===== src/rtl/hazard_detection_unit_pkg.sv =====
// Shared constants for the hazard detection unit: FSM encoding, stall counts,
// counter width and the source/destination match rule.
package hazard_detection_unit_pkg;

  typedef enum logic {
    IDLE  = 1'b0,
    STALL = 1'b1
  } state_t;

  localparam int CNT_W = 16;

  localparam logic [1:0] LOAD_USE_STALLS    = 2'd1;
  localparam logic [1:0] BR_LOAD_STALLS     = 2'd2;
  localparam logic [1:0] BR_ALU_STALLS      = 2'd1;
  localparam logic [1:0] BR_MEM_LOAD_STALLS = 2'd1;

  // Register 0 is hard-wired, so a write to it never creates a dependency.
  function automatic logic reg_match(input logic [4:0] src, input logic uses,
                                     input logic [4:0] dst);
    return uses && (src == dst) && (dst != 5'd0);
  endfunction

endpackage


===== src/rtl/hazard_detection_unit_sat_counter.sv =====
// Event counter that sticks at all-ones instead of wrapping.
module sat_counter
  import hazard_detection_unit_pkg::*;
(
  input  logic             clk,
  input  logic             rst_n,
  input  logic             en,
  output logic [CNT_W-1:0] count
);

  always_ff @(posedge clk or negedge rst_n) begin
    if (!rst_n) begin
      count <= '0;
    end else if (en && (count != {CNT_W{1'b1}})) begin
      count <= count + 1'b1;
    end
  end

endmodule


===== src/rtl/hazard_detection_unit.sv =====
// Pipeline hazard unit: stalls on load-use and ID-stage branch dependencies,
// flushes IF_ID on redirects, and counts stall / flush cycles.
module hazard_detection_unit
  import hazard_detection_unit_pkg::*;
(
  input  logic             clk,
  input  logic             rst_n,
  input  logic [4:0]       IF_ID_rs,
  input  logic [4:0]       IF_ID_rt,
  input  logic             ID_uses_rs,
  input  logic             ID_uses_rt,
  input  logic             ID_is_branch,
  input  logic             branch_taken,
  input  logic             jump,
  input  logic [4:0]       ID_EX_rd_out,
  input  logic             ID_EX_reg_write_out,
  input  logic             ID_EX_mem_read_out,
  input  logic [4:0]       EX_MEM_rd_out,
  input  logic             EX_MEM_mem_read_out,
  output logic             pc_write,
  output logic             IF_ID_write,
  output logic             ID_EX_bubble,
  output logic             IF_ID_flush,
  output logic             stall_active,
  output logic [CNT_W-1:0] stall_cycles,
  output logic [CNT_W-1:0] flush_count
);

  state_t     state;
  logic [1:0] remaining;
  logic [1:0] need;
  logic [1:0] need_minus_one;
  logic       ex_match;
  logic       mem_match;
  logic       stall;
  logic       flush;

  assign ex_match  = reg_match(IF_ID_rs, ID_uses_rs, ID_EX_rd_out) ||
                     reg_match(IF_ID_rt, ID_uses_rt, ID_EX_rd_out);
  assign mem_match = reg_match(IF_ID_rs, ID_uses_rs, EX_MEM_rd_out) ||
                     reg_match(IF_ID_rt, ID_uses_rt, EX_MEM_rd_out);

  // Total stall length demanded by the ID instruction; largest rule wins.
  always_comb begin
    need = 2'd0;
    if (ID_EX_mem_read_out && ex_match) need = LOAD_USE_STALLS;
    if (ID_is_branch) begin
      if (ID_EX_mem_read_out && ex_match) begin
        need = BR_LOAD_STALLS;
      end else if (ID_EX_reg_write_out && ex_match && (need < BR_ALU_STALLS)) begin
        need = BR_ALU_STALLS;
      end
      if (EX_MEM_mem_read_out && mem_match && (need < BR_MEM_LOAD_STALLS)) begin
        need = BR_MEM_LOAD_STALLS;
      end
    end
  end

  assign need_minus_one = need - 2'd1;

  // Outputs are forced to their idle values while reset is held.
  assign stall = rst_n && ((state == STALL) || (need != 2'd0));
  assign flush = rst_n && !stall && (branch_taken || jump);

  assign pc_write     = !stall;
  assign IF_ID_write  = !stall;
  assign ID_EX_bubble = stall;
  assign IF_ID_flush  = flush;

  always_ff @(posedge clk or negedge rst_n) begin
    if (!rst_n) begin
      state        <= IDLE;
      remaining    <= 2'd0;
      stall_active <= 1'b0;
    end else begin
      case (state)
        IDLE: begin
          if (need != 2'd0) begin
            remaining <= need_minus_one;
            if (need_minus_one != 2'd0) begin
              state        <= STALL;
              stall_active <= 1'b1;
            end
          end
        end
        STALL: begin
          remaining <= remaining - 2'd1;
          if (remaining == 2'd1) begin
            state        <= IDLE;
            stall_active <= 1'b0;
          end
        end
        default: begin
          state        <= IDLE;
          remaining    <= 2'd0;
          stall_active <= 1'b0;
        end
      endcase
    end
  end

  sat_counter u_stall_cnt (
    .clk   (clk),
    .rst_n (rst_n),
    .en    (stall),
    .count (stall_cycles)
  );

  sat_counter u_flush_cnt (
    .clk   (clk),
    .rst_n (rst_n),
    .en    (flush),
    .count (flush_count)
  );

endmodule


===== config.mk =====
export PLATFORM = sky130hd
export DESIGN_NAME = hazard_detection_unit
export DESIGN_NICKNAME = d
export VERILOG_FILES = /design/src/rtl/hazard_detection_unit_pkg.sv /design/src/rtl/hazard_detection_unit_sat_counter.sv /design/src/rtl/hazard_detection_unit.sv
export SDC_FILE = /design/constraint.sdc
export NUM_CORES = 1
export LEC_CHECK = 0
export ABC_CLOCK_PERIOD_IN_PS = 4000
export BUFFER_PORTS_ARGS = -buffer_cell sky130_fd_sc_hd__buf_4
export CAP_MARGIN = 5
export CORE_ASPECT_RATIO = 0.9
export CORE_MARGIN = 8
export CORE_UTILIZATION = 56
export CTS_CLUSTER_DIAMETER = 150
export CTS_CLUSTER_SIZE = 24
export DETAILED_ROUTE_END_ITERATION = 10
export PLACE_DENSITY = 0.95
export SLEW_MARGIN = 25
export SYNTH_ARGS = -nofsm -noshare
export SYNTH_HDL_FRONTEND = slang
export SYNTH_HIERARCHICAL = 1
export SYNTH_SLANG_ARGS = --single-unit
export TNS_END_PERCENT = 100

===== constraint.sdc =====
create_clock -name clk -period 4 [get_ports clk]
set_input_delay 0.6 -clock clk [delete_from_list [all_inputs] [get_ports clk]]
set_output_delay 0.6 -clock clk [all_outputs]
set_load 0.1 [all_outputs]

==> impl_results.md <==
* YS warnings at 6
* GRT Overall Usage at 18.3%
* Mapped Area at 2290 sq um
* CP Data Required Time at 3400 ps
* Setup crit start kind: input port
* Max-Slew Margin vs Limit at 67.5%
* Busiest grt layer: met2
* Cts bufs inserted at 5
* Worst Path Arrival at 3090 ps
* Netlist cell types at 43
* Grt total ovfl at 0
* Seq pwr share at 35.6%
* Critical path launch point: ID_EX_rd_out[2]
* CTS tree: built
* Synth async-reset ratio at 100%
* Num ports at 67
* Status: complete, no violations
* Comb power frac at 45.9%
* Final setup fails at 0
* Via Count at 2,004
* Placed Instances at 324
* Clock Latency Late Sink at 290 ps
* Met2 capacity usage during global routing at 30.4%
* Ant diodes at 0
* Flops & latches, synth at 36
* Final wirelength at 5.86 mm
* Mapped Nets at 246
* FF-to-FF Start: state
* Root Buffer: clkbuf_8
* Antenna violations before repair at 0
* Fmax at 0.271 GHz
* Clock-pin slew on the worst setup and hold paths at 70 ps
* Die ar. at 6400 sq um
* Core ar. at 3990 sq um
* Die width at 83.4 um
* Final Hold Fails at 0
* Pwr dens at 487 nW/um^2
* Slowest stage delay, CP at 540 ps
* Syn_area_per_cell at 10.9 sq um
* Total negative setup slack at 0 ps
* Nets at 318
* Slew Viols, Final at 0
* Tightest Pin Transition at 487 ps
* Pin count of the biggest net entering global routing at 39
* Clk network pwr share at 18.6%
* Final cell count without fillers at 332
* H-tree depth at 2
* Via-per-instance ratio at 6.04
* Clock Path Buffers at 2
* Commonest cells after routing, fill and taps aside: 66 x buf_4, 36 x dfrtp_1, 30 x xnor2_1
* Worst-path cell chain: buf_4, or4_4, o211ai_2, o32ai_1, a32oi_2, o21ai_2, inv_1, ha_1, nand2b_1, inv_1, o211a_1, buf_4
* Kind of critical path: input port to primary output
* DR iter-0 viols at 100
* CP max-delay cell: or4_4
* Vias in the first global route at 2,081
* CTS-repair resized insts at 0
* CP Capture Type: primary output
* DRC at 0
* Switching pwr at 705 uW
* Post-synth EDFFs at 0
* CP max FO at 6
* First-pass GRT wire length at 9.86 mm
* Post-synthesis sequential area ratio at 39.3%
* VDD IR max at 0.515 mV
* Max Cap Viol at 0
* Met1 Track Usage GR at 21.6%
* Cell Rows at 22
* Mapped Cells at 211
* Post-CTS Setup Bufs at 0
* Period Utilization, post-route at 92.3%
* Leak at 0.00134 uW
* Pint at 727 uW
* Die Ht at 76.7 um
* Routed len/inst at 17.7 um
* Post-DP HPWL at 4.59 mm
* RSZ-0062 raised after global routing: false
* Switching power share of the total at 49.2%
* Hold Path Class: input port to asynchronous set/reset pin
* Buffers on Ports at 66
* Min Tclk post-route at 3690 ps
* Hold-fix buffers, CTS at 0
* Drt first pass iters at 4
* Initial Util at 57.4%
* Ys flop type: dfrtp_1
* GPL Wtd Cong at 0.960
* Clk_skew at 7.44 ps
* Commonest non-fill, non-tap cell in the layout: buf_4
* Share of cells above drive strength 1 at 35.2%
* CTS Sinks at 36
* Synthesis-to-finish area growth at 28.3%
* Post-DRT Antenna Nets at 0
* Met3 usage at 5.39%
logic make-up (layout without fill, tap and decap cells):
| logic type | after synthesis | count (layout) | synth area share (%) |
|---|---|---|---|
| compound gates | 41 | 41 | 14.4 |
| xor+xnor | 34 | 34 | 13.0 |
| fa+ha+maj | 5 | 5 | 2.73 |
| buf+inv | 7 | 80 | 1.31 |
| flops | 36 | 36 | 39.3 |
| mux | 5 | 5 | 2.29 |
| simple gates | 83 | 83 | 26.9 |
layout make-up:
cell class,instances,area [sq um]
Clock buffer,8,90.1
Fill cell,286,1050
Inverter,6,26.3
Multi-Input combinational cell,168,1370
Sequential cell,36,901
Tap cell,48,60.1
Timing Repair Buffer,66,495
critical path: cells and delay by family:
| kind | cells | cell delay, ps |
|---|---|---|
| fa+ha+maj | 1 | 230 |
| compound gates | 5 | 920 |
| simple gates | 2 | 680 |
| buf+inv | 4 | 650 |
sequential cells by signal, summed over array words and instances, names as in the netlist:
name and flops:
state 1, u_stall_cnt/count 16, u_flush_cnt/count 16, remaining 2
stall_active 1
per-layer routing:
metal	wire [um]	share of wire, %
met4	104	1.8
met2	2970	51
met5	0	0
met1	2400	41
met3	387	6.6
cells in the mapped netlist (all sizes together), types with 6 or more instances:
cell | count | area, sq um
nor2 | 10 | 42.5
a31oi | 6 | 37.5
nand2 | 14 | 52.6
inv | 6 | 22.5
xnor2 | 30 | 263
nand3 | 13 | 90.1
a21oi | 6 | 30.0
o21a | 10 | 75.1
dfrtp | 36 | 901
nand4 | 24 | 193
and4 | 6 | 60.1
power by group through the flow:
| stage | registers, uW | logic, uW | clock network, uW |
|---|---|---|---|
| 2_1_floorplan | 820 | 180 | 0 |
| 3_3_place_gp | 512 | 648 | 0 |
| 3_5_place_dp | 514 | 659 | 0 |
| 4_1_cts | 509 | 660 | 272 |
| 5_1_grt | 519 | 691 | 288 |
| 6_report | 509 | 657 | 266 |
through the flow:
step | utilization (%) | hold WS (ps) | setup WS, ps | total power, uW | cell area, sq um
after detailed placement | 71.4 | 530 | 315 | 1170 | 2850
after floorplan | - | 304 | 54.3 | 999 | 2300
after CTS | 73.7 | 280 | 311 | 1440 | 2940
after global placement | 71.4 | 513 | 479 | 1160 | 2850
after global routing | 73.7 | 306 | 142 | 1500 | 2940
final | 73.7 | 272 | 307 | 1430 | 2940
final timing paths:
| check | end | slack [ps] | cells after the start |
|---|---|---|---|
| hold / removal | u_stall_cnt/count[14] | 270 | 1 |
| setup / recovery | IF_ID_flush | 310 | 12 |
| setup reg to reg | u_flush_cnt/count[7] | 1950 | 7 |
| max in group asynchronous | stall_active | 3390 | 1 |
| min in group clk | u_stall_cnt/count[15] | 540 | 1 |
| hold reg to reg | u_stall_cnt/count[15] | 540 | 1 |
Note: power is estimated with default switching activity, not from simulation.
